## config.mk

```make
export PLATFORM = sky130hd
export DESIGN_NAME = led_mode_ctrl_flat
export DESIGN_NICKNAME = d
export VERILOG_FILES = /design/src/rtl/led_mode_if.sv /design/src/rtl/led_mode_ctrl.sv /design/src/flat_wrapper.sv
export SDC_FILE = /design/constraint.sdc
export NUM_CORES = 1
export LEC_CHECK = 0
export ABC_AREA = 1
export CORE_UTILIZATION = 35
export CTS_CLUSTER_SIZE = 25
export DETAILED_ROUTE_END_ITERATION = 10
export SLEW_MARGIN = 40
export SYNTH_ARGS = -nofsm -noshare
export SYNTH_HDL_FRONTEND = slang
export SYNTH_SLANG_ARGS = --single-unit
```

## constraint.sdc

```tcl
create_clock -name clk -period 14.6 [get_ports clk]
set_input_delay 4.38 -clock clk [delete_from_list [all_inputs] [get_ports clk]]
set_output_delay 4.38 -clock clk [all_outputs]
set_load 0.02 [all_outputs]
```

## src/rtl/led_mode_if.sv

```systemverilog
// Pin-side bundle between the lab top level and the LED mode controller.
interface led_mode_if;
  logic [3:0] key;
  logic [3:0] sw;
  logic [7:0] led;
  logic [1:0] mode;
  logic       paused;

  modport master (output key, sw, input led, mode, paused);
  modport slave  (input key, sw, output led, mode, paused);
endinterface

```

## src/rtl/led_mode_ctrl.sv

```systemverilog
// LED bank controller: key/sw conditioning, key-press commands and four
// display modes (pass-through, running light, blink, binary counter).

module led_mode_debounce #(
  parameter int DEB_CYCLES = 1000000
) (
  input  logic clk,
  input  logic rst,
  input  logic sync,
  output logic stable
);
  localparam int DW = (DEB_CYCLES > 1) ? $clog2(DEB_CYCLES) : 1;

  logic [DW-1:0] cnt;

  always_ff @(posedge clk or posedge rst) begin
    if (rst) begin
      cnt    <= '0;
      stable <= 1'b0;
    end else if (sync == stable) begin
      cnt <= '0;
    end else if (cnt == DW'(DEB_CYCLES - 1)) begin
      stable <= sync;
      cnt    <= '0;
    end else begin
      cnt <= cnt + DW'(1);
    end
  end
endmodule

module led_mode_ctrl #(
  parameter int DEB_CYCLES  = 1000000,
  parameter int TICK_CYCLES = 5000000
) (
  input logic       clk,
  input logic       rst,
  led_mode_if.slave bus
);
  localparam int NUM_KEYS = 4;
  localparam int TW       = $clog2(4 * TICK_CYCLES);

  typedef enum logic [1:0] {PASS, SHIFT, BLINK, COUNT} mode_t;

  logic [3:0]    key_s1, key_sync, sw_s1, sw_sync;
  logic [3:0]    stable, stable_d, press;
  mode_t         mode_q;
  logic          paused_q, phase;
  logic [1:0]    speed;
  logic [7:0]    pattern, cnt, led_q;
  logic [TW-1:0] tick_cnt, period_m1;
  logic          tick, init;

  always_ff @(posedge clk or posedge rst) begin
    if (rst) begin
      key_s1   <= '0;
      key_sync <= '0;
      sw_s1    <= '0;
      sw_sync  <= '0;
    end else begin
      key_s1   <= bus.key;
      key_sync <= key_s1;
      sw_s1    <= bus.sw;
      sw_sync  <= sw_s1;
    end
  end

  for (genvar i = 0; i < NUM_KEYS; i++) begin : g_deb
    led_mode_debounce #(.DEB_CYCLES(DEB_CYCLES)) u_deb (
      .clk    (clk),
      .rst    (rst),
      .sync   (key_sync[i]),
      .stable (stable[i])
    );
  end

  assign press = stable & ~stable_d;
  assign init  = press[0] | press[3];

  // >= rather than == so a speed drop below the running count still wraps
  assign period_m1 = TW'(TICK_CYCLES) * (TW'(speed) + TW'(1)) - TW'(1);
  assign tick      = !paused_q && (tick_cnt >= period_m1);

  always_ff @(posedge clk or posedge rst) begin
    if (rst) begin
      stable_d <= '0;
      mode_q   <= PASS;
      paused_q <= 1'b0;
      speed    <= '0;
      pattern  <= 8'h01;
      cnt      <= '0;
      phase    <= 1'b0;
      tick_cnt <= '0;
      led_q    <= '0;
    end else begin
      stable_d <= stable;
      if (press[0]) mode_q   <= mode_t'(mode_q + 2'd1);
      if (press[1]) paused_q <= ~paused_q;
      if (press[2]) speed    <= speed + 2'd1;

      // clear and mode entry win over a coincident tick
      if (init) begin
        pattern  <= 8'h01;
        cnt      <= '0;
        phase    <= 1'b0;
        tick_cnt <= '0;
      end else begin
        if (!paused_q) tick_cnt <= tick ? '0 : tick_cnt + TW'(1);
        if (tick) begin
          case (mode_q)
            SHIFT:   pattern <= sw_sync[0] ? {pattern[0], pattern[7:1]}
                                           : {pattern[6:0], pattern[7]};
            BLINK:   phase   <= ~phase;
            COUNT:   cnt     <= cnt + 8'd1;
            default: ;
          endcase
        end
      end

      case (mode_q)
        PASS:    led_q <= {stable, sw_sync};
        SHIFT:   led_q <= pattern;
        BLINK:   led_q <= phase ? {sw_sync, sw_sync} : 8'h00;
        default: led_q <= cnt;
      endcase
    end
  end

  assign bus.led    = led_q;
  assign bus.mode   = mode_q;
  assign bus.paused = paused_q;
endmodule

```

## src/flat_wrapper.sv

```systemverilog
// flat-port wrapper written by rule: the top's interface ports become plain ports
module led_mode_ctrl_flat 
#(
  parameter int DEB_CYCLES  = 1000000,
  parameter int TICK_CYCLES = 5000000
)
  (clk, rst, bus_key, bus_sw, bus_led, bus_mode, bus_paused);
  led_mode_if bus_i ();
  input logic clk;
  input logic rst;
  input wire logic [$bits(bus_i.key)-1:0] bus_key;
  input wire logic [$bits(bus_i.sw)-1:0] bus_sw;
  output wire logic [$bits(bus_i.led)-1:0] bus_led;
  output wire logic [$bits(bus_i.mode)-1:0] bus_mode;
  output wire logic [$bits(bus_i.paused)-1:0] bus_paused;
  assign bus_i.key = bus_key;
  assign bus_i.sw = bus_sw;
  assign bus_led = bus_i.led;
  assign bus_mode = bus_i.mode;
  assign bus_paused = bus_i.paused;
  led_mode_ctrl #(.DEB_CYCLES(DEB_CYCLES), .TICK_CYCLES(TICK_CYCLES)) u_core (.clk(clk), .rst(rst), .bus(bus_i));
endmodule
```

After elaboration in Yosys (flattened, before gate mapping)
Index checks and enable logic that the tools add are counted.
{ "word_totals": {"elab_cells": 91, "in_bits": 10, "register_bits": 159, "out_inout_bits": 11} }
{ "op_classes": {"bitwise": 9, "reduce_logical": 14, "n_mux": 23, "multipliers": 1, "n_lt_le_gt_ge": 1, "eq_ne": 12, "add_sub_neg": 10} }
{ "ops": {"columns": ["cell", "n"], "rows": [
  ["20-bit 2-to-1 mux", 8],
  ["20-bit by 1-bit adder with 20-bit output (second input constant)", 4],
  ["20-bit == test (second input constant)", 4],
  ["25-bit 2-to-1 mux", 3],
  ["8-bit 2-to-1 mux", 8],
  ["25-bit by 1-bit adder with 25-bit output (second input constant)", 1],
  ["25-bit greater-or-equal comparator", 1],
  ["17-bit by 25-bit multiplier with 19-bit output (first input constant)", 1],
  ["25-bit by 1-bit subtractor with 25-bit output (second input constant)", 1],
  ["8-bit one-hot mux with 3 select lines", 1],
  ["2-bit AND reduction", 7],
  ["8-bit by 1-bit adder with 8-bit output (second input constant)", 1],
  ["2-bit nonzero test", 4],
  ["1-bit inverter", 6],
  ["2-bit by 1-bit adder with 2-bit output (second input constant)", 2],
  ["4-bit bitwise AND", 1],
  ["1-bit == test", 4],
  ["2-bit == test (second input constant)", 2],
  ["4-bit inverter", 1],
  ["2-bit by 1-bit adder with 3-bit output (second input constant)", 1],
  ["1-bit 2-to-1 mux", 3],
  ["2-bit by 1-bit == test with 1-bit output (second input constant)", 1],
  ["2-bit logical NOT", 1],
  ["2-bit != test (second input constant)", 1],
  ["3 further kinds", 3]
]} }

Depth between registers and ports, before layout
{ "logic_depth": {"ltp_word": 8, "ltp_mapped": 20, "mapped_depth_nobuf": 20} }

By module
Synthesis repeated with hierarchy kept, for this count alone.
{ "unflattened": {"hier_cells": 1184, "area_unflattened_um2": 9631.7} }
{ "modules_own_cells": {"columns": ["module", "cells_each", "n_inst", "seq_area_each_um2", "area_each_um2"], "rows": [
  ["led_mode_debounce", 160, 4, 525.5, 1288.7],
  ["led_mode_ctrl", 544, 1, 1878.1, 4476.8]
]} }

Worst setup path before layout
Ideal clock, no wire load.
{ "synth_timing": {"path_kind": "register to output", "startpoint": "register u_core.paused_q (netlist: u_core.bus.paused)", "endpoint": "output port bus_paused", "arrival_time_ns": 0.531, "t_required_ns": 10.220, "path_slack_ns": 9.689, "n_path_buf": 0, "path_stages_with_launch": 1, "path_cell_list": "dfrtp_1"} }
{ "synth_lines": {"columns": ["item", "line_no", "text"], "rows": [
  ["start: declaration", "led_mode_ctrl.sv:47", "logic paused_q, phase;"],
  ["start signal: assignment", "led_mode_ctrl.sv:97", "if (press[1]) paused_q <= ~paused_q;"],
  ["end: declaration", "flat_wrapper.sv:15", "output wire logic [$bits(bus_i.paused)-1:0] bus_paused;"]
]} }
No word-level cell between the ends.

Worst setup path in the final report
{ "layout_timing": {"startpoint": "register u_core.paused_q (netlist: u_core.bus.paused)", "endpoint": "output port bus_paused"} }
No word-level cell between the ends.

==> flow_metrics.py <==
metrics = {
    "die": {
        "die_height_um": 161.3,
        "fp-row-count": 57,
        "die-area_mm2": 0.02600,
        "core_mm2": 0.02460,
        "initial_utilization_pct": 36.08,
        "io_pins": 21,
        "die_w_um": 161.3,
    },
    "cells_and_area": {
        "layout.nets": 1171,
        "final-seq-area_mm2": 0.003980,
        "mostFrequentLayoutCells": "233 x nand2_1, 168 x nor2_1, 158 x dfrtp_1, 141 x inv_1, 71 x nand3_1",
        "final_common_cell": "nand2_1",
        "multi_input_area_mm2": 0.004265,
        "antenna_cells": 0,
        "fillCellCount": 2454,
        "drive_gt1_share_pct": 7.658,
        "syn_to_final_growth_pct": 12.67,
    },
    "clocking": {
        "cts.sinks": 159,
        "cts_hold_buf": 0,
        "insertion_delay_ns": 0.42,
        "h-tree-depth": 4,
        "cts-buffers-inserted": 17,
        "cts-resized-gates": 0,
        "cts-root-buf": "clkbuf_16",
        "clockBufferDepth": 2,
        "cts.clk_slew.worst_paths_ns": 0.06,
        "cts_tree": "done",
        "post_cts_buffers": 0,
    },
    "yosys": {
        "synth_top_area_share_pct": 44.54,
        "synth_cells": 1098,
        "yosysTopAreaCell": "dfrtp_1",
        "synth_flop_cell": "dfrtp_1",
        "yosys_warnings": 0,
        "ys_seq_area_share_pct": 44.83,
        "syn_area_mm2": 0.008877,
        "synth.area.top_cells": "dfrtp_1 45%, nand2_1 9.9%, nor2_1 7.1%, inv_1 6.0%, ha_1 5.2%",
        "synthDistinctLibCells": 49,
        "syn_nets": 1145,
        "async_flop_share_pct": 100.0,
        "syn_avg_cell_area_um2": 8.085,
        "synth_edf_count": 0,
        "yosys_register_bits": 159,
    },
    "setup_path": {
        "cp.arrival_ns": 1.57,
        "required_ns": 10.22,
        "cpPeakStageDelay_ns": 0.68,
        "rr_startpoint": "u_core.speed[0]",
        "r2r-end": "u_core.tick_cnt[12]",
        "slowest_stage": "clkdlybuf4s50_1",
        "path_buf_inv": 1,
        "critPathLaunchType": "flop",
        "path_class": "flop to output pin",
        "crit_fanout": 5,
        "path_cells": "clkdlybuf4s50_1",
        "end_kind": "output pin",
        "cp_top_family": "buffers and inverters",
        "ff2ff_setup_slack_ns": 11.29,
        "reg2regPathDepth": 15,
    },
    "placed_design": {
        "place_ws_ns": 8.464,
        "finalWeightedCongestion": 0.8490,
        "port_buffers": 20,
        "dpl.hpwl_mm": 13.05,
    },
    "sta": {
        "worst_pin_slew_ns": 0.6614,
        "rsz0062_at_grt": "false",
        "post-route-period-util_pct": 40.74,
        "hold_viol_final": 0,
        "final.setup.tns_ns": 0,
        "drv_slew": 0,
        "whs_ns": 0.3492,
        "setup_violations": 0,
        "fmax_ghz": 0.1681,
        "skew_ns": 0.009985,
        "fin_ws_ns": 8.653,
        "fin_crit_ns": 5.947,
        "slew_headroom_pct": 55.91,
    },
    "hold_path": {
        "min_path_type": "flop to flop",
        "hold_end": "u_core.key_sync[3]",
        "min_from": "u_core.key_s1[3]",
        "min_path_cells": 0,
    },
    "power_and_ir_drop": {
        "switching_share_pct": 22.51,
        "comb_power_share_pct": 2.8,
        "power_density_mw_per_mm2": 91.78,
        "p_int_mw": 0.7113,
        "ir_drop_v": 0.00007273,
        "seqPwrFrac_pct": 49.0,
        "p_sw_mw": 0.2067,
        "clockPowerShare_pct": 48.2,
        "leakagePower_nw": 4.714,
    },
    "routing": {
        "first_pass_iters": 5,
        "final_antenna_net_count": 0,
        "viasPerCell": 4.768,
        "drtIter0Drc": 504,
        "vias": 6962,
        "routed_wl_mm": 18.34,
        "routedWlPerCell_um": 12.56,
        "drc": 0,
    },
    "grt": {
        "grt_pass1_vias": 6592,
        "grt_max_degree": 92,
        "grt.overflow.total": 0,
        "antenna_found_initial": 1,
        "grt_pass1_wl_mm": 31.62,
        "grt.total_usage_pct": 15.00,
    },
    "run_status": {
        "status": "finished clean",
    },
    "job": {
        "drv_cap": 0,
    },
}
## power groups by stage
stage | Combinational [mW] | Clock [mW] | Sequential, mW
floorplan | 0.0169 | 0 | 0.457
global placement | 0.0261 | 0 | 0.458
detailed placement | 0.0266 | 0 | 0.458
CTS | 0.0268 | 0.455 | 0.450
global route | 0.0301 | 0.474 | 0.450
finish | 0.0258 | 0.442 | 0.450
## state kept, by name, summed over array words and instances, names as in the netlist
register,flops
u_core.sw_s1,4
u_core.bus.mode,2
u_core.g_deb.u_deb.cnt,80
u_core.sw_sync,4
u_core.phase,1
u_core.stable_d,4
u_core.bus.paused,1
u_core.cnt,8
u_core.tick_cnt,25
u_core.bus.led,8
u_core.key_s1,4
u_core.pattern,8
u_core.g_deb.u_deb.stable,4
u_core.key_sync,4
u_core.speed,2
## area by class of cell
| class | count | share of cell area [%] |
|---|---|---|
| tap | 324 | 4.053 |
| timing repair buffer | 21 | 2.114 |
| sequential | 159 | 39.79 |
| inverter | 147 | 5.617 |
| clock buffer | 20 | 4.466 |
| clock inverter | 11 | 1.313 |
| multi-input combinational | 778 | 42.64 |
## metal layers
layer  global-route usage, %  up-vias  share of wire, %
met4                   5.446        0               1.8
li1                        -     3592                 -
met1                   20.73     3218                50
met5                       0        -                 0
met3                   2.773       24               3.2
met2                   23.41      128                45
## per-stage QoR
stage	std cells	util [%]	total power, mW	cell area (µm²)
finish	1460	40.65	0.9180	10000
global route	1460	40.65	0.9547	10000
CTS	1460	40.64	0.9312	10000
detailed placement	1429	38.29	0.4845	9422
floorplan	1098	-	0.4743	8877
global placement	1429	38.28	0.4838	9418
## cell usage after synthesis, types with 2 or more instances
master,number
clkbuf_1,6
nand3_2,3
a31oi_1,6
buf_2,2
o21ai_0,11
or2_2,2
a21oi_1,40
inv_2,3
nor4_1,10
nand4_1,34
nor2_2,12
o21a_1,5
nand3_4,2
nor3_1,25
nand2_1,233
xnor2_1,12
nand3_1,71
buf_1,2
nand2_2,5
buf_4,2
nor3_2,12
a32oi_1,4
mux2_2,3
nand4_2,2
xor2_1,50
nand3b_1,2
a211oi_1,4
ha_1,37
nand2_4,7
mux2i_1,4
nor2_1,168
nor3b_1,3
dfrtp_1,158
inv_1,142
buf_6,2
## logic make-up after synthesis
logic type               Yosys count  share of synthesized area (%)
AND/OR/NAND/NOR                  595                          30.82
buffers and inverters            161                          7.118
flip-flops                       159                          44.83
AO/OA/AOI/OAI                     77                          5.060
XOR/XNOR                          62                          6.117
adder cells (fa/ha/maj)           37                          5.215
multiplexers                       7                         0.8316
## how the worst max path moves through the flow
stage	to	cells after the start	start	slack (ns)
finish	bus_paused	1	u_core.bus.paused	8.65
global route	bus_paused	1	u_core.bus.paused	8.58
CTS	bus_paused	1	u_core.bus.paused	8.62
detailed placement	u_core.g_deb[0].u_deb.cnt[11]	3	rst	8.46
global placement	u_core.g_deb[0].u_deb.cnt[11]	3	rst	8.17
floorplan	u_core.bus.led[0]	1	rst	5.93
Power figures use the tool's default switching activity.
